<file path="config.mk">
export PLATFORM = sky130hd
export DESIGN_NAME = uart_receiver_flat
export DESIGN_NICKNAME = d
export VERILOG_FILES = /design/src/rtl/uart_receiver_if.sv /design/src/rtl/uart_receiver.sv /design/src/flat_wrapper.sv
export SDC_FILE = /design/constraint.sdc
export NUM_CORES = 1
export LEC_CHECK = 0
export BUFFER_PORTS_ARGS = -buffer_cell sky130_fd_sc_hd__buf_2
export CAP_MARGIN = 10
export CORE_ASPECT_RATIO = 0.9
export CORE_UTILIZATION = 55
export CTS_CLUSTER_DIAMETER = 50
export DETAILED_ROUTE_END_ITERATION = 16
export PLACE_DENSITY_LB_ADDON = 0.12
export SLEW_MARGIN = 20
export SYNTH_ARGS = -nofsm -noshare
export SYNTH_HDL_FRONTEND = slang
export SYNTH_SLANG_ARGS = --single-unit
</file>
<file path="constraint.sdc">
create_clock -name clk -period 3.2 [get_ports clk]
set_input_delay 0.64 -clock clk [delete_from_list [all_inputs] [get_ports clk]]
set_output_delay 0.64 -clock clk [all_outputs]
set_load 0.005 [all_outputs]
</file>
<file path="src/rtl/uart_receiver_if.sv">
// Receiver-side bus bundle: 16x tick, serial line, received word and strobes.
// frame_err exists only when UART_RX_FRAME_ERR_EN is defined.
interface uart_receiver_if #(parameter int N = 8);
  logic         s_tick;
  logic         rx;
  logic [N-1:0] rx_dout;
  logic         rx_done_tick;
`ifdef UART_RX_FRAME_ERR_EN
  logic         frame_err;

  modport slave  (input s_tick, rx, output rx_dout, rx_done_tick, frame_err);
  modport master (output s_tick, rx, input rx_dout, rx_done_tick, frame_err);
`else
  modport slave  (input s_tick, rx, output rx_dout, rx_done_tick);
  modport master (output s_tick, rx, input rx_dout, rx_done_tick);
`endif
endinterface

</file>
<file path="src/rtl/uart_receiver.sv">
// UART receiver: 16x oversampled, LSB-first 8N1-style frames, mid-bit sampling.
// Optional stop-bit error strobe enabled by defining UART_RX_FRAME_ERR_EN.
module uart_receiver #(
  parameter int n       = 8,
  parameter int SB_TICK = 16
) (
  input  logic            clk,
  input  logic            reset,
  uart_receiver_if.slave  bus
);

  localparam int NB = (n > 1) ? $clog2(n) : 1;

  typedef enum logic [1:0] {IDLE, START, DATA, STOP} state_t;

  state_t          r_state;
  logic [4:0]      r_ticks;
  logic [NB-1:0]   r_nbits;
  logic [n-1:0]    r_shreg;
  logic [n-1:0]    r_dout;
  logic            r_done;
  logic            r_sync1;
  logic            r_sync2;
  logic            w_rxS;
`ifdef UART_RX_FRAME_ERR_EN
  logic            r_ferr;
`endif

  // Synchronizer resets to the idle-high line level so reset never fakes a start bit.
  always_ff @(posedge clk or posedge reset) begin
    if (reset) begin
      r_sync1 <= 1'b1;
      r_sync2 <= 1'b1;
    end else begin
      r_sync1 <= bus.rx;
      r_sync2 <= r_sync1;
    end
  end

  assign w_rxS = r_sync2;

  // Start detection is level-based; the 7-tick wait lands the sampler mid start bit.
  always_ff @(posedge clk or posedge reset) begin
    if (reset) begin
      r_state <= IDLE;
      r_ticks <= '0;
      r_nbits <= '0;
      r_shreg <= '0;
      r_dout  <= '0;
      r_done  <= 1'b0;
`ifdef UART_RX_FRAME_ERR_EN
      r_ferr  <= 1'b0;
`endif
    end else begin
      r_done <= 1'b0;
`ifdef UART_RX_FRAME_ERR_EN
      r_ferr <= 1'b0;
`endif
      case (r_state)
        IDLE: begin
          if (!w_rxS) begin
            r_state <= START;
            r_ticks <= '0;
          end
        end
        START: begin
          if (bus.s_tick) begin
            if (r_ticks == 5'd7) begin
              if (!w_rxS) begin
                r_state <= DATA;
                r_ticks <= '0;
                r_nbits <= '0;
              end else begin
                r_state <= IDLE;
              end
            end else begin
              r_ticks <= r_ticks + 5'd1;
            end
          end
        end
        DATA: begin
          if (bus.s_tick) begin
            if (r_ticks == 5'd15) begin
              r_shreg <= {w_rxS, r_shreg[n-1:1]};
              r_ticks <= '0;
              if (r_nbits == NB'(n - 1)) begin
                r_state <= STOP;
              end else begin
                r_nbits <= r_nbits + 1'b1;
              end
            end else begin
              r_ticks <= r_ticks + 5'd1;
            end
          end
        end
        STOP: begin
          if (bus.s_tick) begin
            if (r_ticks == 5'(SB_TICK - 1)) begin
              r_state <= IDLE;
              r_ticks <= '0;
              r_dout  <= r_shreg;
              r_done  <= 1'b1;
`ifdef UART_RX_FRAME_ERR_EN
              r_ferr  <= ~w_rxS;
`endif
            end else begin
              r_ticks <= r_ticks + 5'd1;
            end
          end
        end
        default: begin
          r_state <= IDLE;
          r_ticks <= '0;
        end
      endcase
    end
  end

  assign bus.rx_dout      = r_dout;
  assign bus.rx_done_tick = r_done;
`ifdef UART_RX_FRAME_ERR_EN
  assign bus.frame_err    = r_ferr;
`endif

endmodule

</file>
<file path="src/flat_wrapper.sv">
// flat-port wrapper written by rule: the top's interface ports become plain ports
module uart_receiver_flat 
#(
  parameter int n       = 8,
  parameter int SB_TICK = 16
)
  (clk, reset, bus_s_tick, bus_rx, bus_rx_dout, bus_rx_done_tick);
  uart_receiver_if #(.N(8)) bus_i ();
  input  logic clk;
  input  logic reset;
  input wire logic [$bits(bus_i.s_tick)-1:0] bus_s_tick;
  input wire logic [$bits(bus_i.rx)-1:0] bus_rx;
  output wire logic [$bits(bus_i.rx_dout)-1:0] bus_rx_dout;
  output wire logic [$bits(bus_i.rx_done_tick)-1:0] bus_rx_done_tick;
  assign bus_i.s_tick = bus_s_tick;
  assign bus_i.rx = bus_rx;
  assign bus_rx_dout = bus_i.rx_dout;
  assign bus_rx_done_tick = bus_i.rx_done_tick;
  uart_receiver #(.n(n), .SB_TICK(SB_TICK)) u_core (.clk(clk), .reset(reset), .bus(bus_i));
endmodule
</file>
==> parameters.txt, run 1 <==
Parameter                              Value

GRT
  Antenna violations before repair    0
  Number of global-route vias before repair    862
  First-pass GRT wire length    3877 um
  Aggregate global-route resource usage    20.40%
  Largest net degree at the start of global routing    30
  Overflow after GRT    0

Job
  Max-cap viol count    0

Timing
  Clock Skew    0.009287 ns
  Slew @ Worst Pin    0.5869 ns
  Fin. Hold Viols    0
  Rel. slew slack    60.82%
  Period utilization    67.81%
  Period minus WS final    2.170 ns
  Number of setup violations in the final report    0
  Final TNS setup    0 ns
  Setup repair after global routing missed its margin    false
  FMAX    460.8 MHz
  Max Slew Vio Count    0

Detailed routing
  Length of the first detailed-routing pass in iterations    4
  Sum of routed wire length over all layers    2353 um
  Wire length per cell after detailed routing    13.92 um
  Initial DRC count    15
  Overall via count from detail_route    920
  Number of antenna-violating nets in the routed design    0
  Count of unresolved DRC violations after routing    0
  Via density per instance    5.444

Die
  Initial Util    61.02%
  Number of placed I/O pins    13
  Core Region    2282 um2
  Width of the die    55.04 um
  Die Footprint    2737 um2
  Die height    49.74 um
  Placement row count    16

Worst setup path
  Critical path class    register to register
  Worst Path Arrival    2.38 ns
  Setup crit start kind    register
  Cell with the largest stage delay on the worst path    dfrtp_1
  Slack of the worst reg-to-reg path    1.03 ns
  Sequence of cells on the critical path    ha_1, nand3_1, inv_1, ha_1, nand4_1, clkinv_1, nand2_1, nand2_1
  Data required time at the worst endpoint    3.41 ns
  Buf+Inv Stages, Crit Path    2
  Maximum net fanout on the critical path    10
  Family with the most delay on the worst path    simple AND/OR/NAND/NOR gates
  Worst setup EP type    register
  Peak per-stage delay on the critical path    0.42 ns

Synthesis
  Register bit total from synthesis    29
  Sequential share of the synthesized area    52.29%
  Area of the mapped netlist    1393 um2
  Avg Synthesized Cell Area    11.05 um2
  Post-synth net total    135
  Synth warnings    0
  Yosys cell types    37
  Mapped Cells    126

Pwr
  Total power density per cell area    659.5 nW/um2
  Worst VDD drop    459.2 uV
  Leakage power figure    0.7977 nW

Layout
  Highest-count cells in the layout ignoring fill and taps    nand2_1 (32), dfrtp_1 (27), buf_2 (12), mux2_2 (7), inv_1 (7)
  Layout Utilization    66.94%
  Area growth from synthesis to layout    9.704%
  Antenna fix cells    0
  Nets    150
  Share of cells above drive strength 1    26.06%
  Most common cell after layout, fill and taps aside    nand2_1

Clock network
  Htree depth    2
  Clock transition time at the flip-flop clock pins of the worst setup and hold paths    0.09 ns
  Post-CTS repair timing setup buffer count    0
  Clock sink count    29
  Clock insertion delay at the later pin of the skew report    0.32 ns
  Total of cells resized after clock tree synthesis    0
  Clock root buffer    clkbuf_4
  TritonCTS clock tree    yes
  TritonCTS Buffers    5
  Bufs on Longest Clock Path    2
  Number of buffers inserted by hold repair at cts    0

Placement
  Half-perimeter wire length of the detailed placement result    1677 um
  Buffers on Ports    12
  Routability congestion estimate from global placement    0.8413

Min path
  HP Class    register to register

Status
  Result of the run    completed
[final timing paths]
kind	from	to	depth (start not counted)
setup / recovery	u_core.r_ticks[0]$_DFFE_PP0P_	u_core.bus.rx_dout[5]$_DFFE_PP0P_	8
hold / removal	u_core.r_sync1$_DFF_PP1_	u_core.r_sync2$_DFF_PP1_	0
setup reg to reg	u_core.r_ticks[0]$_DFFE_PP0P_	u_core.bus.rx_dout[5]$_DFFE_PP0P_	8
hold reg to reg	u_core.r_sync1$_DFF_PP1_	u_core.r_sync2$_DFF_PP1_	0
max in group asynchronous	reset	u_core.r_ticks[3]$_DFFE_PP0P_	2
min in group asynchronous	reset	u_core.bus.rx_dout[2]$_DFFE_PP0P_	2
[state kept, by name, indices dropped and copies added (netlist names), named ones only]
| register | count |
|---|---|
| u_core.bus.rx_done_tick | 1 |
| u_core.r_ticks | 5 |
| u_core.r_sync1 | 1 |
| u_core.r_shreg | 8 |
| u_core.r_sync2 | 1 |
| u_core.bus.rx_dout | 8 |
| u_core.r_state | 1 |
| u_core.r_nbits | 3 |
[through the flow]
step           instance area [um2]  total power, mW  hold WS (ns)  std cells  setup slack (ns)
4_1_cts                       1528            1.011        0.3642        169             1.033
6_report                      1528            1.008        0.3608        169             1.030
3_3_place_gp                  1465           0.7745        0.3485        161             1.067
3_5_place_dp                  1465           0.7782        0.3507        161             1.042
5_1_grt                       1528            1.083        0.3661        169            0.8461
2_1_floorplan                 1393           0.7309        0.3452        126             1.265
[metal layers]
metal | vias up | track usage (%) | wire, um
li1 | 466 | - | -
met1 | 435 | 30.88 | 1239
met2 | 14 | 27.11 | 1006
met3 | 5 | 6.481 | 78
met4 | 0 | 7.500 | 28
met5 | - | 0 | 0
[report_power, final]
part,internal (mW),total [mW],switching (mW)
sequential,0.423,0.493,0.0698
combinational,0.145,0.284,0.139
clock,0.107,0.231,0.123
[cell usage after synthesis]
master	instances	area share [%]
o22a_4	1	1.3
nand4_1	1	0.45
mux2_2	7	5.7
a21oi_1	1	0.36
ha_1	5	4.5
nor2b_1	1	0.45
buf_4	1	0.54
nand2b_1	3	1.3
and4bb_4	1	1.2
nor2_1	4	1.1
buf_2	2	0.72
a21o_1	2	1.1
nor3_1	2	0.72
o2bb2ai_4	1	2.0
nor4b_1	1	0.63
inv_1	8	2.2
nor3b_1	1	0.54
mux4_2	1	1.6
dfrtp_1	27	49
o31ai_1	1	0.54
clkbuf_1	1	0.27
mux2_4	1	1.1
and4_1	1	0.63
clkinv_1	1	0.27
o21ai_0	2	0.72
a22o_1	1	0.63
nand2_1	32	8.6
nand3_1	3	1.1
o21a_1	1	0.54
dfstp_2	2	3.8
a31o_2	1	0.63
nand3_2	1	0.72
a32oi_1	1	0.63
a31o_1	1	0.63
a2111oi_2	1	1.1
mux2i_1	3	2.2
a211o_1	2	1.3
[worst register-to-register path, cell delays in order, from the launching register on]
cell and delay, ns:
dfrtp_1 0.42, ha_1 0.26, nand3_1 0.12, inv_1 0.05, ha_1 0.26, nand4_1 0.40
clkinv_1 0.34, nand2_1 0.16, nand2_1 0.06
[final cells by class]
| cell class | count | area (um2) |
|---|---|---|
| flip-flops and latches | 29 | 728.2 |
| clock inverters | 1 | 7.507 |
| inverters | 9 | 33.78 |
| multi-input cells | 84 | 609.3 |
| repair buffers | 12 | 60.06 |
| fillers | 179 | 754.5 |
| well taps | 27 | 33.78 |
| clock buffers | 7 | 55.05 |
[kinds of logic after synthesis]
group / after synthesis / share of synthesized area [%]
DFF: 29 / 52.29
muxes: 12 / 10.51
and+or+nand+nor: 51 / 17.43
AOI/OAI and AO/OA: 16 / 11.32
adders and majority gates: 5 / 4.492
buffers and inverters: 13 / 3.953
Power figures use the tool's default switching activity.
==> run 2: changes to the inputs <==
- CORE_UTILIZATION: 55 -> 51
- clock period: 3.2 -> 1.8 ns (I/O delays scaled with it)
==> run 2 against run 1 <==
Against the previous run: the flow now finishes with violations (design-rule violations); die area up 7.5%; setup slack got worse by 0.91 ns; total power grew 85%; sequential share of layout area is 3.5 points lower; critical path depth is 3 lower; via count rose by 4.8%; flip-flop and latch count is the same; utilization decreased by 1.2 points; hold slack worse by 0.26 ns; clock-buffer cell count unchanged; largest power group unchanged.
==> parameters.txt, run 2 (synthesis results as in run 1) <==
Parameter                              Value

Die
  Die height    51.58 um (+3.7%)
  Number of placed I/O pins    13 (unchanged)
  Die Footprint    2944 um2 (+7.5%)
  Core Region    2510 um2 (+10%)
  Initial Util    55.48% (-5.5 points)
  Placement row count    17 (+1)
  Width of the die    57.08 um (+3.7%)

Pwr
  Fraction of power consumed by the clock network    20.5% (-2.4 points)
  Combinational cell fraction of total power    32.9% (+4.7 points)
  Power spent charging and discharging nets    0.6010 mW (+81%)
  Part of the power in registers    46.6% (-2.3 points)
  Total power density per cell area    1130 nW/um2 (+71%)
  Switching fraction of total power    32.24% (-0.72 points)
  Leakage power figure    0.8574 nW (+7.5%)
  Worst VDD drop    684.2 uV (+49%)
  Internal Dissipation    1.263 mW (+87%)

Timing
  Slew @ Worst Pin    0.3592 ns (-0.2277 ns)
  Max Slew Vio Count    0 (unchanged)
  Fin. Hold Viols    0 (unchanged)
  Period minus WS final    1.679 ns (-0.4909 ns)
  Period utilization    93.28% (+25 points)
  Rel. slew slack    76.06% (+15 points)
  FMAX    595.6 MHz (+29%)
  Post-route worst hold slack    0.09646 ns (-0.2643 ns)
  Final TNS setup    0 ns (unchanged)
  Number of setup violations in the final report    0 (unchanged)
  Setup repair after global routing missed its margin    false
  Clock Skew    0.006887 ns (-0.002400 ns)

GRT
  Met2 track utilization from global routing    31.76% (+4.7 points)
  Largest net degree at the start of global routing    30 (unchanged)
  Number of global-route vias before repair    968 (+12%)
  Fraction of met1 tracks used by global routing    24.34% (-6.5 points)
  Antenna violations before repair    0 (unchanged)
  Aggregate global-route resource usage    19.55% (-0.85 points)
  Overflow after GRT    0 (unchanged)
  Busiest layer in global routing    met2
  Met3 Use GR    5.224% (-1.3 points)
  First-pass GRT wire length    4215 um (+8.7%)

Detailed routing
  Via density per instance    5.385 (-1.1%)
  Initial DRC count    27 (+12)
  Overall via count from detail_route    964 (+4.8%)
  Wire length per cell after detailed routing    13.33 um (-4.3%)
  Count of unresolved DRC violations after routing    4 (+4)
  Sum of routed wire length over all layers    2386 um (+1.4%)
  Length of the first detailed-routing pass in iterations    10 (+6)
  Number of antenna-violating nets in the routed design    0 (unchanged)

Worst setup path
  Worst reg2reg startpoint    u_core.r_ticks[1]$_DFFE_PP0P_
  Setup crit start kind    register
  Worst Path Arrival    1.88 ns (-0.50 ns)
  Data required time at the worst endpoint    2.00 ns (-1.41 ns)
  Slack of the worst reg-to-reg path    0.12 ns (-0.91 ns)
  Worst setup EP type    register
  Cell with the largest stage delay on the worst path    dfrtp_1
  Sequence of cells on the critical path    ha_2, and4bb_4, and4_1, o2bb2ai_4, mux2_4
  Endpoint of the worst setup timing path    u_core.r_nbits[0]$_DFFE_PP0P_
  Terminus of the critical flop-to-flop path    u_core.r_nbits[0]$_DFFE_PP0P_
  Critical path class    register to register
  Worst R2R Path Depth    5 (-3)
  Startpoint of the most critical setup path    u_core.r_ticks[1]$_DFFE_PP0P_
  Peak per-stage delay on the critical path    0.37 ns (-0.05 ns)
  Maximum net fanout on the critical path    5 (-5)

Layout
  Area growth from synthesis to layout    18.51%
  Nets    160 (+6.7%)
  Highest-count cells in the layout ignoring fill and taps    nand2_1 (32), dfrtp_1 (27), buf_2 (12), buf_4 (9), inv_1 (8)
  Most common cell after layout, fill and taps aside    nand2_1
  Layout Utilization    65.75% (-1.2 points)
  Antenna fix cells    0 (unchanged)
  Count of filler cells inserted in the layout    201 (+12%)
  Share of cells above drive strength 1    32.45% (+6.4 points)

Job
  Max-cap viol count    0 (unchanged)

Status
  Result of the run    finished, violations left
  Failing checks    design-rule violations

Clock network
  Clock insertion delay at the later pin of the skew report    0.31 ns (about the same)
  TritonCTS clock tree    yes
  Clock root buffer    clkbuf_4
  Clock sink count    29 (unchanged)
  Htree depth    2 (unchanged)
  Bufs on Longest Clock Path    2 (unchanged)
  Clock transition time at the flip-flop clock pins of the worst setup and hold paths    0.08 ns (about the same)
  TritonCTS Buffers    5 (unchanged)

Placement
  Half-perimeter wire length of the detailed placement result    1707 um (+1.8%)
  Routability congestion estimate from global placement    0.8599 (+2.2%)
  Buffers on Ports    12 (unchanged)

Min path
  HP Class    input port to async pin
==> run 2: layout make-up <==
class                      count  area [um2]  area share [%]
clock buffer                   7       55.05           3.336
inverter                       9       35.03           2.123
multi-input combinational     84       649.4           39.35
sequential                    29       728.2           44.12
tap                           28       35.03           2.123
timing repair buffer          22       147.6           8.946
==> run 2: worst min-delay path by stage <==
stage	endpoint	slack, ns	cells after the start
after floorplan	u_core.r_sync2$_DFF_PP1_	0.35	0
after CTS	u_core.r_nbits[2]$_DFFE_PP0P_	0.1	3
after detailed placement	u_core.r_sync2$_DFF_PP1_	0.35	0
final	u_core.bus.rx_dout[1]$_DFFE_PP0P_	0.1	3
after global routing	u_core.r_nbits[2]$_DFFE_PP0P_	0.12	3
after global placement	u_core.r_sync2$_DFF_PP1_	0.35	0
==> run 2: layer usage <==
layer | routed length [um] | share of wire (%) | up-vias
li1 | - | - | 480
met1 | 1199 | 50 | 465
met2 | 1076 | 45 | 14
met3 | 72 | 3.0 | 5
met4 | 37 | 1.6 | 0
met5 | 0 | 0 | -
==> run 2: through the flow <==
| stage | std cells | setup slack (ns) | instance area (um2) | power (mW) |
|---|---|---|---|---|
| floorplan | 126 | 0.006584 | 1426 | 1.331 |
| global placement | 171 | 0.04406 | 1570 | 1.436 |
| detailed placement | 171 | -0.03128 | 1570 | 1.459 |
| CTS | 178 | 0.01637 | 1628 | 1.851 |
| global route | 179 | 0.01057 | 1650 | 1.996 |
| finish | 179 | 0.1209 | 1650 | 1.864 |
==> run 2: what timing repair did <==
item	4_1_cts	5_1_grt
hold buffers	0	0
setup endpoints to repair	1	12
setup buffers	0	1
pin swaps	0	1
resized for setup	1	2
==> run 2: power by group through the flow <==
stage	sequential, mW	combinational [mW]	clock, mW
detailed placement	0.876	0.583	0
floorplan	0.830	0.502	0
global route	0.888	0.689	0.418
CTS	0.866	0.583	0.401
global placement	0.870	0.565	0
finish	0.869	0.613	0.382
==> run 2: worst max-delay path: cells and delay by family, from the launching register on <==
family / cells / cell delay [ns]
adder cells (fa/ha/maj): 1 / 0.22
AND/OR/NAND/NOR: 2 / 0.54
multiplexers: 1 / 0.30
AO/OA/AOI/OAI: 1 / 0.14
flip-flops: 1 / 0.37
==> run 3: changes to the inputs <==
- CORE_ASPECT_RATIO: 0.9 -> 0.8
==> run 3 against run 2 <==
Against the previous run: the flow now finishes without violations; final area shrank 0.99%; critical path type unchanged; critical endpoint is now u_core.r_ticks[3]$_DFFE_PP0P_; die area is essentially flat; maximum frequency shrank 2.5%; largest cell class unchanged; utilization shrank 0.97 points; combinational power grew 4.9%; sequential power shrank 0.6%; first-iteration DRC count grew 48%.
==> parameters.txt, run 3 (synthesis results as in run 1) <==
Parameter                              Value

Status
  Result of the run    completed

Pwr
  Worst VDD drop    672.5 uV (-1.7%)
  Combinational cell fraction of total power    34.5% (+1.6 points)
  Leakage power figure    0.8398 nW (-2.1%)
  Power spent charging and discharging nets    0.6216 mW (+3.4%)
  Internal Dissipation    1.240 mW (-1.8%)
  Total power density per cell area    1139 nW/um2 (+0.87%)
  Fraction of power consumed by the clock network    19.1% (-1.4 points)
  Part of the power in registers    46.4% (-0.2 points)
  Switching fraction of total power    33.38% (+1.1 points)

Timing
  Slew @ Worst Pin    0.3659 ns (+0.006737 ns)
  Period utilization    95.72% (+2.4 points)
  Clock Skew    0.001808 ns (-0.005079 ns)
  Fin. Hold Viols    0 (unchanged)
  Max Slew Vio Count    0 (unchanged)
  Rel. slew slack    75.56% (-0.50 points)
  FMAX    580.4 MHz (-2.5%)
  Final TNS setup    0 ns (unchanged)
  Period minus WS final    1.723 ns (+0.04387 ns)
  Number of setup violations in the final report    0 (unchanged)
  Min setup slack post-route    0.07706 ns (-0.04387 ns)

Clock network
  Number of buffers inserted by hold repair at cts    0 (unchanged)
  Clock root buffer    clkbuf_4
  Bufs on Longest Clock Path    2 (unchanged)
  TritonCTS clock tree    yes
  Clock sink count    29 (unchanged)
  Clock insertion delay at the later pin of the skew report    0.31 ns (about the same)
  Clock transition time at the flip-flop clock pins of the worst setup and hold paths    0.08 ns (about the same)
  Htree depth    2 (unchanged)
  TritonCTS Buffers    5 (unchanged)

Placement
  Setup slack at placement    -0.03664 ns (-0.005360 ns)
  Routability congestion estimate from global placement    0.8630 (+0.36%)
  Half-perimeter wire length of the detailed placement result    1834 um (+7.5%)
  Post-Place Cells    178 (+4.1%)
  Buffers on Ports    12 (unchanged)

Job
  Max-cap viol count    0 (unchanged)

Layout
  Most common cell after layout, fill and taps aside    nand2_1
  Area growth from synthesis to layout    17.34%
  Count of filler cells inserted in the layout    211 (+5.0%)
  Area taken by flip-flops and latches    728.2 um2 (unchanged)
  Nets    159 (-0.63%)
  Multi-input gate area in the final layout    649.4 um2 (unchanged)
  Antenna fix cells    0 (unchanged)
  Share of cells above drive strength 1    31.13% (-1.3 points)
  Highest-count cells in the layout ignoring fill and taps    nand2_1 (32), dfrtp_1 (27), buf_2 (12), buf_4 (9), inv_1 (8)
  Post-Layout Cell Count    187 (+4.5%)

Worst setup path
  Worst reg2reg startpoint    u_core.r_ticks[0]$_DFFE_PP0P_
  Maximum net fanout on the critical path    7 (+2)
  Setup crit start kind    register
  Slack of the worst reg-to-reg path    0.08 ns (-0.04 ns)
  Cell with the largest stage delay on the worst path    dfrtp_1
  Startpoint of the most critical setup path    u_core.r_ticks[0]$_DFFE_PP0P_
  Data required time at the worst endpoint    2.06 ns (+0.06 ns)
  Endpoint of the worst setup timing path    u_core.r_ticks[3]$_DFFE_PP0P_
  Worst R2R Path Depth    7 (+2)
  Peak per-stage delay on the critical path    0.39 ns (+0.02 ns)
  Critical path class    register to register
  Sequence of cells on the critical path    ha_2, nand3_2, inv_1, ha_4, o22a_4, a2111oi_4, a31o_1
  Worst setup EP type    register
  Worst Path Arrival    1.98 ns (+0.10 ns)
  Terminus of the critical flop-to-flop path    u_core.r_ticks[3]$_DFFE_PP0P_

Detailed routing
  Uppermost layer routed    met3
  Wire length per cell after detailed routing    13.47 um (+1.0%)
  Via density per instance    5.273 (-2.1%)
  Length of the first detailed-routing pass in iterations    4 (-6)
  Number of antenna-violating nets in the routed design    0 (unchanged)
  Post-route met1 wirelength    1254 um (+4.6%)
  Overall via count from detail_route    986 (+2.3%)
  Routed wl met2    1157 um (+7.5%)
  Initial DRC count    40 (+48%)
  Count of unresolved DRC violations after routing    0 (-4)
  Sum of routed wire length over all layers    2518 um (+5.5%)
  Metal3 WL    106 um (+47%)

GRT
  Aggregate global-route resource usage    20.43% (+0.89 points)
  Overflow after GRT    0 (unchanged)
  Number of global-route vias before repair    989 (+2.2%)
  First-pass GRT wire length    4395 um (+4.3%)
  Largest net degree at the start of global routing    30 (unchanged)
  Antenna violations before repair    0 (unchanged)

Die
  Initial Util    55.21% (-0.28 points)
  Placement row count    16 (-1)
  Die Footprint    2945 um2 (about the same)
  Core Region    2522 um2 (+0.50%)
  Die height    48.74 um (-5.5%)
  Width of the die    60.42 um (+5.9%)
  Number of placed I/O pins    13 (unchanged)

Min path
  HP Class    input port to async pin
[run 3: cell types whose count changed in the layout (fill, tap and decap cells not counted), sizes merged]
cell	before	now
clkbuf	7	8
buf	22	21
[run 3: power by group through the flow]
| stage | Clock (mW) | Sequential [mW] | Combinational [mW] |
|---|---|---|---|
| floorplan | 0 | 0.830 | 0.502 |
| global placement | 0 | 0.864 | 0.590 |
| detailed placement | 0 | 0.869 | 0.612 |
| CTS | 0.370 | 0.858 | 0.613 |
| global route | 0.400 | 0.879 | 0.722 |
| finish | 0.355 | 0.864 | 0.643 |
[run 3: worst min path at each step]
stage | cells after the start | from | slack (ns) | end
2_1_floorplan | 0 | u_core.r_sync1$_DFF_PP1_ | 0.35 | u_core.r_sync2$_DFF_PP1_
3_3_place_gp | 0 | u_core.r_sync1$_DFF_PP1_ | 0.35 | u_core.r_sync2$_DFF_PP1_
3_5_place_dp | 0 | u_core.r_sync1$_DFF_PP1_ | 0.35 | u_core.r_sync2$_DFF_PP1_
4_1_cts | 3 | reset | 0.09 | u_core.r_ticks[4]$_DFFE_PP0P_
5_1_grt | 3 | reset | 0.11 | u_core.r_ticks[3]$_DFFE_PP0P_
6_report | 3 | reset | 0.09 | u_core.r_ticks[2]$_DFFE_PP0P_
[run 3: cell type report]
type	instances	area share [%]
clock buffers	8	2.986
inverters	9	2.144
well taps	36	2.757
flip-flops and latches	29	44.56
multi-input cells	84	39.74
repair buffers	21	7.810
[run 3: critical path, delay by kind of cell (launching register included)]
family | cells | cell delay [ns]
flops | 1 | 0.39
buf+inv | 1 | 0.07
compound gates | 3 | 0.72
fa+ha+maj | 2 | 0.40
simple gates | 1 | 0.08
[run 3: metrics by stage]
| stage | hold slack, ns | total power [mW] | cell area [um2] | util [%] |
|---|---|---|---|---|
| 5_1_grt | 0.1084 | 2.001 | 1634 | 64.78 |
| 6_report | 0.08974 | 1.862 | 1634 | 64.78 |
| 4_1_cts | 0.09295 | 1.841 | 1612 | 63.89 |
| 3_3_place_gp | 0.3499 | 1.454 | 1560 | 61.86 |
| 3_5_place_dp | 0.3490 | 1.482 | 1560 | 61.86 |
| 2_1_floorplan | 0.3452 | 1.331 | 1426 | - |
[run 3: routing by layer]
metal | global-route usage [%] | vias up
met3 | 8.824 | 0
met5 | 0 | -
met1 | 28.35 | 480
met2 | 29.67 | 23
li1 | - | 483
met4 | 4.545 | 0
[run 3: repair_timing]
item	4_1_cts	5_1_grt
pin swaps	0	1
setup buffers	0	1
setup endpoints to repair	2	11
resized for setup	1	2
hold endpoints to repair	0	0
